## src/rtl/frame_buf_sched_if.sv

```systemverilog
// Strobe and address bundle between the frame buffer scheduler and its
// camera/display/SDRAM neighbours.
interface frame_buf_sched_if;
  logic        iWR_SOF;
  logic        iWR_PIX;
  logic        iRD_SOF;
  logic        iRD_PIX;
  logic [22:0] oWR_ADDR;
  logic [22:0] oRD_ADDR;
  logic        oWR_LOAD;
  logic        oRD_LOAD;
  logic        oWR_BUF;
  logic        oRD_BUF;
  logic        oDROP;
  logic [7:0]  oFRAME_CNT;

  modport slave (
    input  iWR_SOF, iWR_PIX, iRD_SOF, iRD_PIX,
    output oWR_ADDR, oRD_ADDR, oWR_LOAD, oRD_LOAD, oWR_BUF, oRD_BUF, oDROP, oFRAME_CNT
  );

  modport master (
    output iWR_SOF, iWR_PIX, iRD_SOF, iRD_PIX,
    input  oWR_ADDR, oRD_ADDR, oWR_LOAD, oRD_LOAD, oWR_BUF, oRD_BUF, oDROP, oFRAME_CNT
  );
endinterface

```

## src/rtl/frame_buf_sched.sv

```systemverilog
// Double-buffered frame scheduler: camera fills one SDRAM buffer while the display reads the other.
// Optional macro FBS_FRAME_CNT_EN builds the display swap counter on oFRAME_CNT.
module frame_buf_sched #(
  parameter int          FRAME_PIXELS = 307200,
  parameter logic [22:0] BUF0_BASE    = 23'h000000,
  parameter logic [22:0] BUF1_BASE    = 23'h100000,
  parameter int          LOAD_CYCLES  = 2
) (
  input  logic              iCLK,
  input  logic              iRST,
  frame_buf_sched_if.slave  bus
);

  localparam int          LCW       = (LOAD_CYCLES > 1) ? $clog2(LOAD_CYCLES) : 1;
  localparam logic [LCW-1:0] LOAD_LAST = LCW'(LOAD_CYCLES - 1);
  localparam logic [22:0] LAST_OFS  = 23'(FRAME_PIXELS - 1);

  typedef enum logic [1:0] {W_IDLE, W_LOAD, W_FILL, W_DONE} w_state_t;

  w_state_t       w_state_reg;
  logic           ready_reg;
  logic           wr_buf_reg;
  logic           rd_buf_reg;
  logic [22:0]    wr_addr_reg;
  logic [22:0]    rd_addr_reg;
  logic           wr_load_reg;
  logic           rd_load_reg;
  logic           drop_reg;
  logic [LCW-1:0] wr_cnt_reg;
  logic [LCW-1:0] rd_cnt_reg;

  logic        swap;
  logic        rd_buf_next;
  logic [22:0] wr_next_base;
  logic [22:0] wr_cur_base;
  logic [22:0] rd_next_base;
  logic [22:0] rd_cur_base;
  logic        wr_last;
  logic        rd_wrap;

  // The swap is resolved first so a writer starting in the same cycle
  // always lands on the buffer the display is not about to show.
  always_comb begin
    swap         = bus.iRD_SOF && ready_reg;
    rd_buf_next  = swap ? wr_buf_reg : rd_buf_reg;
    wr_next_base = rd_buf_next ? BUF0_BASE : BUF1_BASE;
    wr_cur_base  = wr_buf_reg  ? BUF1_BASE : BUF0_BASE;
    rd_next_base = rd_buf_next ? BUF1_BASE : BUF0_BASE;
    rd_cur_base  = rd_buf_reg  ? BUF1_BASE : BUF0_BASE;
    wr_last      = (wr_addr_reg == wr_cur_base + LAST_OFS);
    rd_wrap      = (rd_addr_reg == rd_cur_base + LAST_OFS);
  end

  always_ff @(posedge iCLK or posedge iRST) begin
    if (iRST) begin
      w_state_reg <= W_IDLE;
      ready_reg   <= 1'b0;
      wr_buf_reg  <= 1'b1;
      wr_addr_reg <= BUF1_BASE;
      wr_load_reg <= 1'b0;
      wr_cnt_reg  <= '0;
      drop_reg    <= 1'b0;
    end else begin
      drop_reg <= 1'b0;
      if (swap) ready_reg <= 1'b0;
      case (w_state_reg)
        W_IDLE, W_DONE: begin
          if (bus.iWR_SOF) begin
            // An unshown finished frame is overwritten: report it.
            if (ready_reg && !swap) drop_reg <= 1'b1;
            ready_reg   <= 1'b0;
            wr_buf_reg  <= ~rd_buf_next;
            wr_addr_reg <= wr_next_base;
            wr_load_reg <= 1'b1;
            wr_cnt_reg  <= '0;
            w_state_reg <= W_LOAD;
          end
        end
        W_LOAD: begin
          if (bus.iWR_SOF) begin
            drop_reg    <= 1'b1;
            wr_addr_reg <= wr_cur_base;
            wr_load_reg <= 1'b1;
            wr_cnt_reg  <= '0;
          end else if (wr_cnt_reg == LOAD_LAST) begin
            wr_load_reg <= 1'b0;
            w_state_reg <= W_FILL;
          end else begin
            wr_cnt_reg <= wr_cnt_reg + 1'b1;
          end
        end
        W_FILL: begin
          if (bus.iWR_SOF) begin
            drop_reg    <= 1'b1;
            wr_addr_reg <= wr_cur_base;
            wr_load_reg <= 1'b1;
            wr_cnt_reg  <= '0;
            w_state_reg <= W_LOAD;
          end else if (bus.iWR_PIX) begin
            wr_addr_reg <= wr_addr_reg + 23'd1;
            if (wr_last) begin
              w_state_reg <= W_DONE;
              ready_reg   <= 1'b1;
            end
          end
        end
        default: w_state_reg <= W_IDLE;
      endcase
    end
  end

  always_ff @(posedge iCLK or posedge iRST) begin
    if (iRST) begin
      rd_buf_reg  <= 1'b0;
      rd_addr_reg <= BUF0_BASE;
      rd_load_reg <= 1'b0;
      rd_cnt_reg  <= '0;
    end else if (bus.iRD_SOF) begin
      rd_buf_reg  <= rd_buf_next;
      rd_addr_reg <= rd_next_base;
      rd_load_reg <= 1'b1;
      rd_cnt_reg  <= '0;
    end else if (rd_load_reg) begin
      if (rd_cnt_reg == LOAD_LAST) rd_load_reg <= 1'b0;
      else                         rd_cnt_reg  <= rd_cnt_reg + 1'b1;
    end else if (bus.iRD_PIX) begin
      // The display scans the same frame repeatedly until the next swap.
      rd_addr_reg <= rd_wrap ? rd_cur_base : rd_addr_reg + 23'd1;
    end
  end

`ifdef FBS_FRAME_CNT_EN
  logic [7:0] frame_cnt_reg;

  always_ff @(posedge iCLK or posedge iRST) begin
    if (iRST)      frame_cnt_reg <= 8'd0;
    else if (swap) frame_cnt_reg <= frame_cnt_reg + 8'd1;
  end

  assign bus.oFRAME_CNT = frame_cnt_reg;
`else
  assign bus.oFRAME_CNT = 8'd0;
`endif

  assign bus.oWR_ADDR = wr_addr_reg;
  assign bus.oRD_ADDR = rd_addr_reg;
  assign bus.oWR_LOAD = wr_load_reg;
  assign bus.oRD_LOAD = rd_load_reg;
  assign bus.oWR_BUF  = wr_buf_reg;
  assign bus.oRD_BUF  = rd_buf_reg;
  assign bus.oDROP    = drop_reg;

endmodule

```

## src/flat_wrapper.sv

```systemverilog
// flat-port wrapper written by rule: the top's interface ports become plain ports
module frame_buf_sched_flat 
#(
  parameter int          FRAME_PIXELS = 307200,
  parameter logic [22:0] BUF0_BASE    = 23'h000000,
  parameter logic [22:0] BUF1_BASE    = 23'h100000,
  parameter int          LOAD_CYCLES  = 2
)
  (iCLK, iRST, bus_iWR_SOF, bus_iWR_PIX, bus_iRD_SOF, bus_iRD_PIX, bus_oWR_ADDR, bus_oRD_ADDR, bus_oWR_LOAD, bus_oRD_LOAD, bus_oWR_BUF, bus_oRD_BUF, bus_oDROP, bus_oFRAME_CNT);
  frame_buf_sched_if bus_i ();
  input  logic iCLK;
  input  logic iRST;
  input wire logic [$bits(bus_i.iWR_SOF)-1:0] bus_iWR_SOF;
  input wire logic [$bits(bus_i.iWR_PIX)-1:0] bus_iWR_PIX;
  input wire logic [$bits(bus_i.iRD_SOF)-1:0] bus_iRD_SOF;
  input wire logic [$bits(bus_i.iRD_PIX)-1:0] bus_iRD_PIX;
  output wire logic [$bits(bus_i.oWR_ADDR)-1:0] bus_oWR_ADDR;
  output wire logic [$bits(bus_i.oRD_ADDR)-1:0] bus_oRD_ADDR;
  output wire logic [$bits(bus_i.oWR_LOAD)-1:0] bus_oWR_LOAD;
  output wire logic [$bits(bus_i.oRD_LOAD)-1:0] bus_oRD_LOAD;
  output wire logic [$bits(bus_i.oWR_BUF)-1:0] bus_oWR_BUF;
  output wire logic [$bits(bus_i.oRD_BUF)-1:0] bus_oRD_BUF;
  output wire logic [$bits(bus_i.oDROP)-1:0] bus_oDROP;
  output wire logic [$bits(bus_i.oFRAME_CNT)-1:0] bus_oFRAME_CNT;
  assign bus_i.iWR_SOF = bus_iWR_SOF;
  assign bus_i.iWR_PIX = bus_iWR_PIX;
  assign bus_i.iRD_SOF = bus_iRD_SOF;
  assign bus_i.iRD_PIX = bus_iRD_PIX;
  assign bus_oWR_ADDR = bus_i.oWR_ADDR;
  assign bus_oRD_ADDR = bus_i.oRD_ADDR;
  assign bus_oWR_LOAD = bus_i.oWR_LOAD;
  assign bus_oRD_LOAD = bus_i.oRD_LOAD;
  assign bus_oWR_BUF = bus_i.oWR_BUF;
  assign bus_oRD_BUF = bus_i.oRD_BUF;
  assign bus_oDROP = bus_i.oDROP;
  assign bus_oFRAME_CNT = bus_i.oFRAME_CNT;
  frame_buf_sched #(.FRAME_PIXELS(FRAME_PIXELS), .BUF0_BASE(BUF0_BASE), .BUF1_BASE(BUF1_BASE), .LOAD_CYCLES(LOAD_CYCLES)) u_core (.iCLK(iCLK), .iRST(iRST), .bus(bus_i));
endmodule
```

## config.mk

```make
export PLATFORM = sky130hd
export DESIGN_NAME = frame_buf_sched_flat
export DESIGN_NICKNAME = d
export VERILOG_FILES = /design/src/rtl/frame_buf_sched_if.sv /design/src/rtl/frame_buf_sched.sv /design/src/flat_wrapper.sv
export SDC_FILE = /design/constraint.sdc
export NUM_CORES = 1
export LEC_CHECK = 0
export BUFFER_PORTS_ARGS = -buffer_cell sky130_fd_sc_hd__buf_4
export CORE_ASPECT_RATIO = 0.8
export CORE_UTILIZATION = 45
export DETAILED_ROUTE_END_ITERATION = 10
export GPL_ROUTABILITY_DRIVEN = 0
export PLACE_DENSITY = 0.64
export SLEW_MARGIN = 20
export SYNTH_ARGS = -nofsm -noshare
export SYNTH_HDL_FRONTEND = slang
export SYNTH_SLANG_ARGS = --single-unit
```

## constraint.sdc

```tcl
create_clock -name iCLK -period 2.65 [get_ports iCLK]
set_input_delay 0.53 -clock iCLK [delete_from_list [all_inputs] [get_ports iCLK]]
set_output_delay 0.53 -clock iCLK [all_outputs]
set_load 0.01 [all_outputs]
```

After elaboration in Yosys (flattened, before gate mapping):

Index checks and enable logic that the tools add are counted.
W data, S select, Z words.

* register bits: 56
* input bits: 6
* output and inout bits: 59
* word-level logic and storage cells: 91

* add/subtract/negate cells: 6
* equality and inequality tests: 14
* multiplexer cells: 45
* bitwise gates (word level): 1
* reductions and logical operators: 14

Operators by type and width (number)
* $mux W23: 8
* $mux W21: 4
* $pmux W23 S3: 1
* $add A23 B1 Y23 const B: 2
* $add A23 B19 Y23 const B: 2
* $eq A23 B23 Y1: 2
* $mux W1: 21
* $mux W2: 6
* $ne A2 B2 Y1 const B: 4
* $pmux W1 S2: 4
* $ne A3 B2 Y1 const B: 2
* $pmux W2 S3: 1
* $reduce_and A2 Y1: 3
* $reduce_and A5 Y1: 1
* $eq A2 B2 Y1 const B: 2
* $ne A2 B1 Y1 const B: 2
* $reduce_bool A2 Y1: 2
* $reduce_or A2 Y1: 2
* $ne A3 B3 Y1 const B: 1
* $reduce_and A3 Y1: 1
* $reduce_or A3 Y1: 1
* $add A1 B1 Y1 const B: 2
* $eq A2 B1 Y1 const B: 1
* $logic_and A1 B1 Y1: 2
* other kinds (3): 3

Logic depth before layout (Yosys ltp):

* depth in word-level cells: 7
* gate-level depth with buffers: 9
* mapped depth without buffers: 7

Worst setup path after synthesis:

OpenSTA, ideal clock, no wires.

* kind: flip-flop to flip-flop
* from: register u_core.w_state_reg[0]
* to: register u_core.wr_addr_reg[9], in the netlist u_core.bus.oWR_ADDR[9]
* setup time: 0.083 ns
* data arrival time: 2.015 ns
* required time: 2.567 ns
* setup slack: 0.553 ns
* cell stages (with the launch flop): 9
* buffers on the path: 1
* clock period less this slack: 2.097 ns
* path through: dfrtp_1 > inv_1 > ha_1 > buf_2 > inv_1 > a31oi_1 > or4_1 > or3_1 > o21ai_0

* cells in the longest elaborated chain, start to end: 4
* elaborated cells on any way between the ends: 10
* those cells by class: eq/ne (6); mux (1); reduce/logical (3)

RTL lines
* start, declared: line frame_buf_sched.sv:20 `w_state_t w_state_reg;`
* start signal, assigned: line frame_buf_sched.sv:56 `w_state_reg <= W_IDLE;`
* start signal, assigned: line frame_buf_sched.sv:76 `w_state_reg <= W_LOAD;`
* start signal, assigned: line frame_buf_sched.sv:87 `w_state_reg <= W_FILL;`
* $eq A2 B2 Y1 or $logic_not A2 Y1 (tied branches): line frame_buf_sched.sv:66 `case (w_state_reg)`
* $reduce_or A2 Y1: line frame_buf_sched.sv:66
* $ne A2 B2 Y1 (no line)
* $reduce_and A3 Y1 (no line)
* end signal, assigned: line frame_buf_sched.sv:73 `wr_addr_reg <= wr_next_base;`
* end signal, assigned: line frame_buf_sched.sv:82 `wr_addr_reg <= wr_cur_base;`
* end signal, assigned: line frame_buf_sched.sv:95 `wr_addr_reg <= wr_cur_base;`
* end, declared: line frame_buf_sched.sv:24 `logic [22:0] wr_addr_reg;`

Several ways; a longest one is shown, not always the timed one.
A chain may end at the register's enable or synchronous reset.

Final worst setup path:

* from: register u_core.w_state_reg[0]
* to: register u_core.wr_addr_reg[18], in the netlist u_core.bus.oWR_ADDR[18]

Same word-level chain as after synthesis.

==> impl_results.md <==
* Worst-path maximum fanout at 11
* Clock Tree Buf Depth at 2
* Die area at 0.00727 mm2
* Seq/Total Area, Yosys at 45.0%
* Port-buffer cells at 56
* Rows at 26
* Crit path required time at 2.85 ns
* Post-synthesis compound-gate area fraction at 9.35%
* Final #Nets at 415
* First-pass GRT wire length at 12,900 um
* WHS at 0.393 ns
* ANT nets after route at 0
* Routed WL at 7490 um
* Worst Path Arrival at 2.39 ns
* FF+latch count, synth at 56
* Largest family of logic cells by synthesized area: simple AND/OR/NAND/NOR gates
* DR iter-0 viols at 162
* I/O pin count at 65
* Routed via count at 2,703
* Util after Layout at 56.7%
* Mux share of post-synthesis cell area at 1.32%
* Syn avg cell area at 9.06 um2
* Worst-Skew Late Latency at 0.31 ns
* Initial Util at 47.7%
* WL/cell at 15.3 um
* Cell Area, Synth at 0.00312 mm2
* Post-synthesis adder-cell area fraction at 2.01%
* Post-route insts no fill at 489
* Cts bufs inserted at 5
* P_leak at 0.00164 uW
* Clock Tree Root: clkbuf_8
* Worst min path class: in -> async
* CP Capture Type: flop
* Max Freq at 457 MHz
* Worst slew margin at 51.7%
* Outcome: finished, final reports clean
* Pin count of the biggest net entering global routing at 57
* Clk_skew at 0.00778 ns
* CTS tree: done
* Number of H-tree levels at 2
* Core box area at 0.00654 mm2
* Critical Path Max Stage Delay at 0.40 ns
* Final setup fails at 0
* Drt first pass iters at 4
* RSZ-0062 raised after global routing: no
* Vias/cell at 5.53
* Max-slew violations at 0
* Warnings, synthesis at 0
* CTS resizes at 0
* Share of cells above drive strength 1 at 20.7%
* Fill count at 603
* Worst Max-Slew Pin Slew at 0.717 ns
* Maxcap violations at 0
* Setup TNS at 0 ns
* Hold_buf cts at 0
* Remaining global-route overflow at 0
* CTS Sinks at 56
* Register area at 0.00140 mm2
* Vias in the first global route at 2,507
* Post-Syn Instances at 344
* Synth Area in Simple Gates at 28.3%
* XOR/XNOR share of the synthesized area at 8.99%
* Critical path, cell by cell: inv_1 -> ha_1 -> inv_1 -> a31oi_1 -> buf_4 -> nor2_1 -> buf_4 -> nor2_1
* Post-detail-place hpwl at 5450 um
* DRC Markers at 0
* Crit path time final at 2.19 ns
* CP Class: reg -> reg
* Final Hold Viols at 0
* Cell area power density at 546 mW/mm2
* Peak supply drop at 0.403 mV
* CP startpoint kind: flop
* Layout area overhead at 18.9%
* Multi-input logic area at 0.00159 mm2
* Post-synthesis cell type count at 50
* Postcts setup bufs at 0
* Final period util at 82.7%
* Diodes inserted at 0
* GRT Total Usage at 22.5%
* DP Cell Count at 481
* Clock Pin Slew Worst Setup and Hold Paths at 0.10 ns
* Initial antenna violation count at 0
* CP max-delay cell: ha_1
* Die X at 95.1 um
* Die Y at 76.5 um
## worst paths after layout
path | startpoint | endpoint | slack [ns] | cells past startpoint
setup / recovery | u_core.w_state_reg[0] | u_core.bus.oWR_ADDR[18] | 0.46 | 8
hold / removal | iRST | u_core.bus.oRD_ADDR[14] | 0.39 | 3
setup reg to reg | u_core.w_state_reg[0] | u_core.bus.oWR_ADDR[18] | 0.46 | 8
hold reg to reg | u_core.rd_cnt_reg | u_core.bus.oRD_LOAD | 0.47 | 1
max in group asynchronous | iRST | u_core.bus.oWR_ADDR[6] | 1.77 | 3
min in group iCLK | bus_iWR_SOF | u_core.wr_cnt_reg | 0.46 | 2
## layout by cell type (no fill, tap or decap), types with 2 or more instances in the layout
| master | netlist | layout |
|---|---|---|
| o31ai_1 | 2 | 2 |
| conb_1 | 1 | 8 |
| or4b_1 | 3 | 3 |
| nand3_1 | 18 | 18 |
| nor4b_1 | 2 | 2 |
| nand4b_1 | 2 | 2 |
| xor2_1 | 15 | 15 |
| inv_1 | 15 | 14 |
| and4_1 | 3 | 3 |
| a31oi_1 | 3 | 3 |
| nor2b_1 | 2 | 2 |
| o21ai_0 | 14 | 14 |
| dfrtp_1 | 54 | 54 |
| clkbuf_8 | 0 | 5 |
| nand2b_1 | 3 | 3 |
| nor2_1 | 38 | 38 |
| nor3_1 | 10 | 10 |
| clkbuf_1 | 7 | 2 |
| buf_4 | 8 | 63 |
| nor4_1 | 9 | 9 |
| ha_1 | 5 | 5 |
| mux2i_1 | 3 | 3 |
| a21oi_1 | 20 | 20 |
| or2_2 | 2 | 2 |
| nand4_1 | 15 | 15 |
| or4_1 | 3 | 3 |
| xnor2_1 | 17 | 17 |
| nand2_1 | 40 | 40 |
| or3_1 | 3 | 3 |
| and3_1 | 5 | 5 |
| dfstp_2 | 2 | 2 |
## routing by layer
metal / vias up / GRT usage, % / share of wire (%)
li1: 1313 / - / -
met3: 5 / 3.99 / 3.6
met1: 1322 / 36.4 / 53
met4: 0 / 3.64 / 0.49
met2: 63 / 31.4 / 42
met5: - / 0 / 0
## power breakdown
group	switching (uW)	internal, uW
combinational	363	221
clock	275	187
sequential	54.6	922
## cell families (layout without fill, tap and decap cells)
group	Yosys count	in the layout
AND/OR/NAND/NOR	166	166
buffers and inverters	32	86
XOR/XNOR	32	32
other	1	8
adder cells (fa/ha/maj)	5	5
AO/OA/AOI/OAI	48	48
flip-flops	56	56
multiplexers	4	4
## stage by stage
stage	power (uW)	area, um2	setup slack [ns]
after floorplan	1390	3140	0.553
after CTS	2040	3710	0.484
after detailed placement	1570	3630	0.493
after global routing	2160	3710	0.212
after global placement	1570	3630	0.523
final	2020	3710	0.460
## layout make-up
class | count | share of cell area (%)
multi-input cells | 263 | 42.8
flip-flops and latches | 56 | 37.9
repair buffers | 63 | 12.8
well taps | 84 | 2.83
clock buffers | 7 | 2.06
inverters | 15 | 1.52
clock inverters | 1 | 0.135
## synth_stat cells, drive strengths merged
master / n / share of area [%]
dfrtp: 54 / 43
nand2: 40 / 4.8
nor2: 38 / 4.6
a21oi: 20 / 3.2
nand3: 19 / 3.2
xnor2: 17 / 4.8
o21ai: 16 / 2.9
inv: 15 / 1.8
nand4: 15 / 3.0
xor2: 15 / 4.2
nor3: 11 / 1.9
nor4: 11 / 2.9
buf: 10 / 2.2
clkbuf: 7 / 0.84
and3: 5 / 1.0
ha: 5 / 2.0
or4b: 4 / 1.3
a31oi: 3 / 0.60
and4: 3 / 0.84
mux2i: 3 / 0.96
nand2b: 3 / 0.60
or3: 3 / 0.60
or4: 3 / 0.72
dfstp: 2 / 1.7
nand4b: 2 / 0.56
nor2b: 2 / 0.40
nor4b: 2 / 0.56
o31ai: 2 / 0.48
or2: 2 / 0.40
a211o: 1 / 0.28
a211oi: 1 / 0.24
a2bb2oi: 1 / 0.28
a31o: 1 / 0.28
conb: 1 / 0.12
mux2: 1 / 0.36
nand3b: 1 / 0.24
nor3b: 1 / 0.40
o2111ai: 1 / 0.28
o211ai: 1 / 0.24
o32ai: 1 / 0.52
or3b: 1 / 0.28
## worst max-delay path, delay by kind of cell (launching register included)
family          cells  cell delay [ns]
buf+inv             4             0.72
simple gates        2             0.42
compound gates      1             0.16
fa+ha+maj           1             0.40
flops               1             0.38
Note: power is estimated with default switching activity, not from simulation.
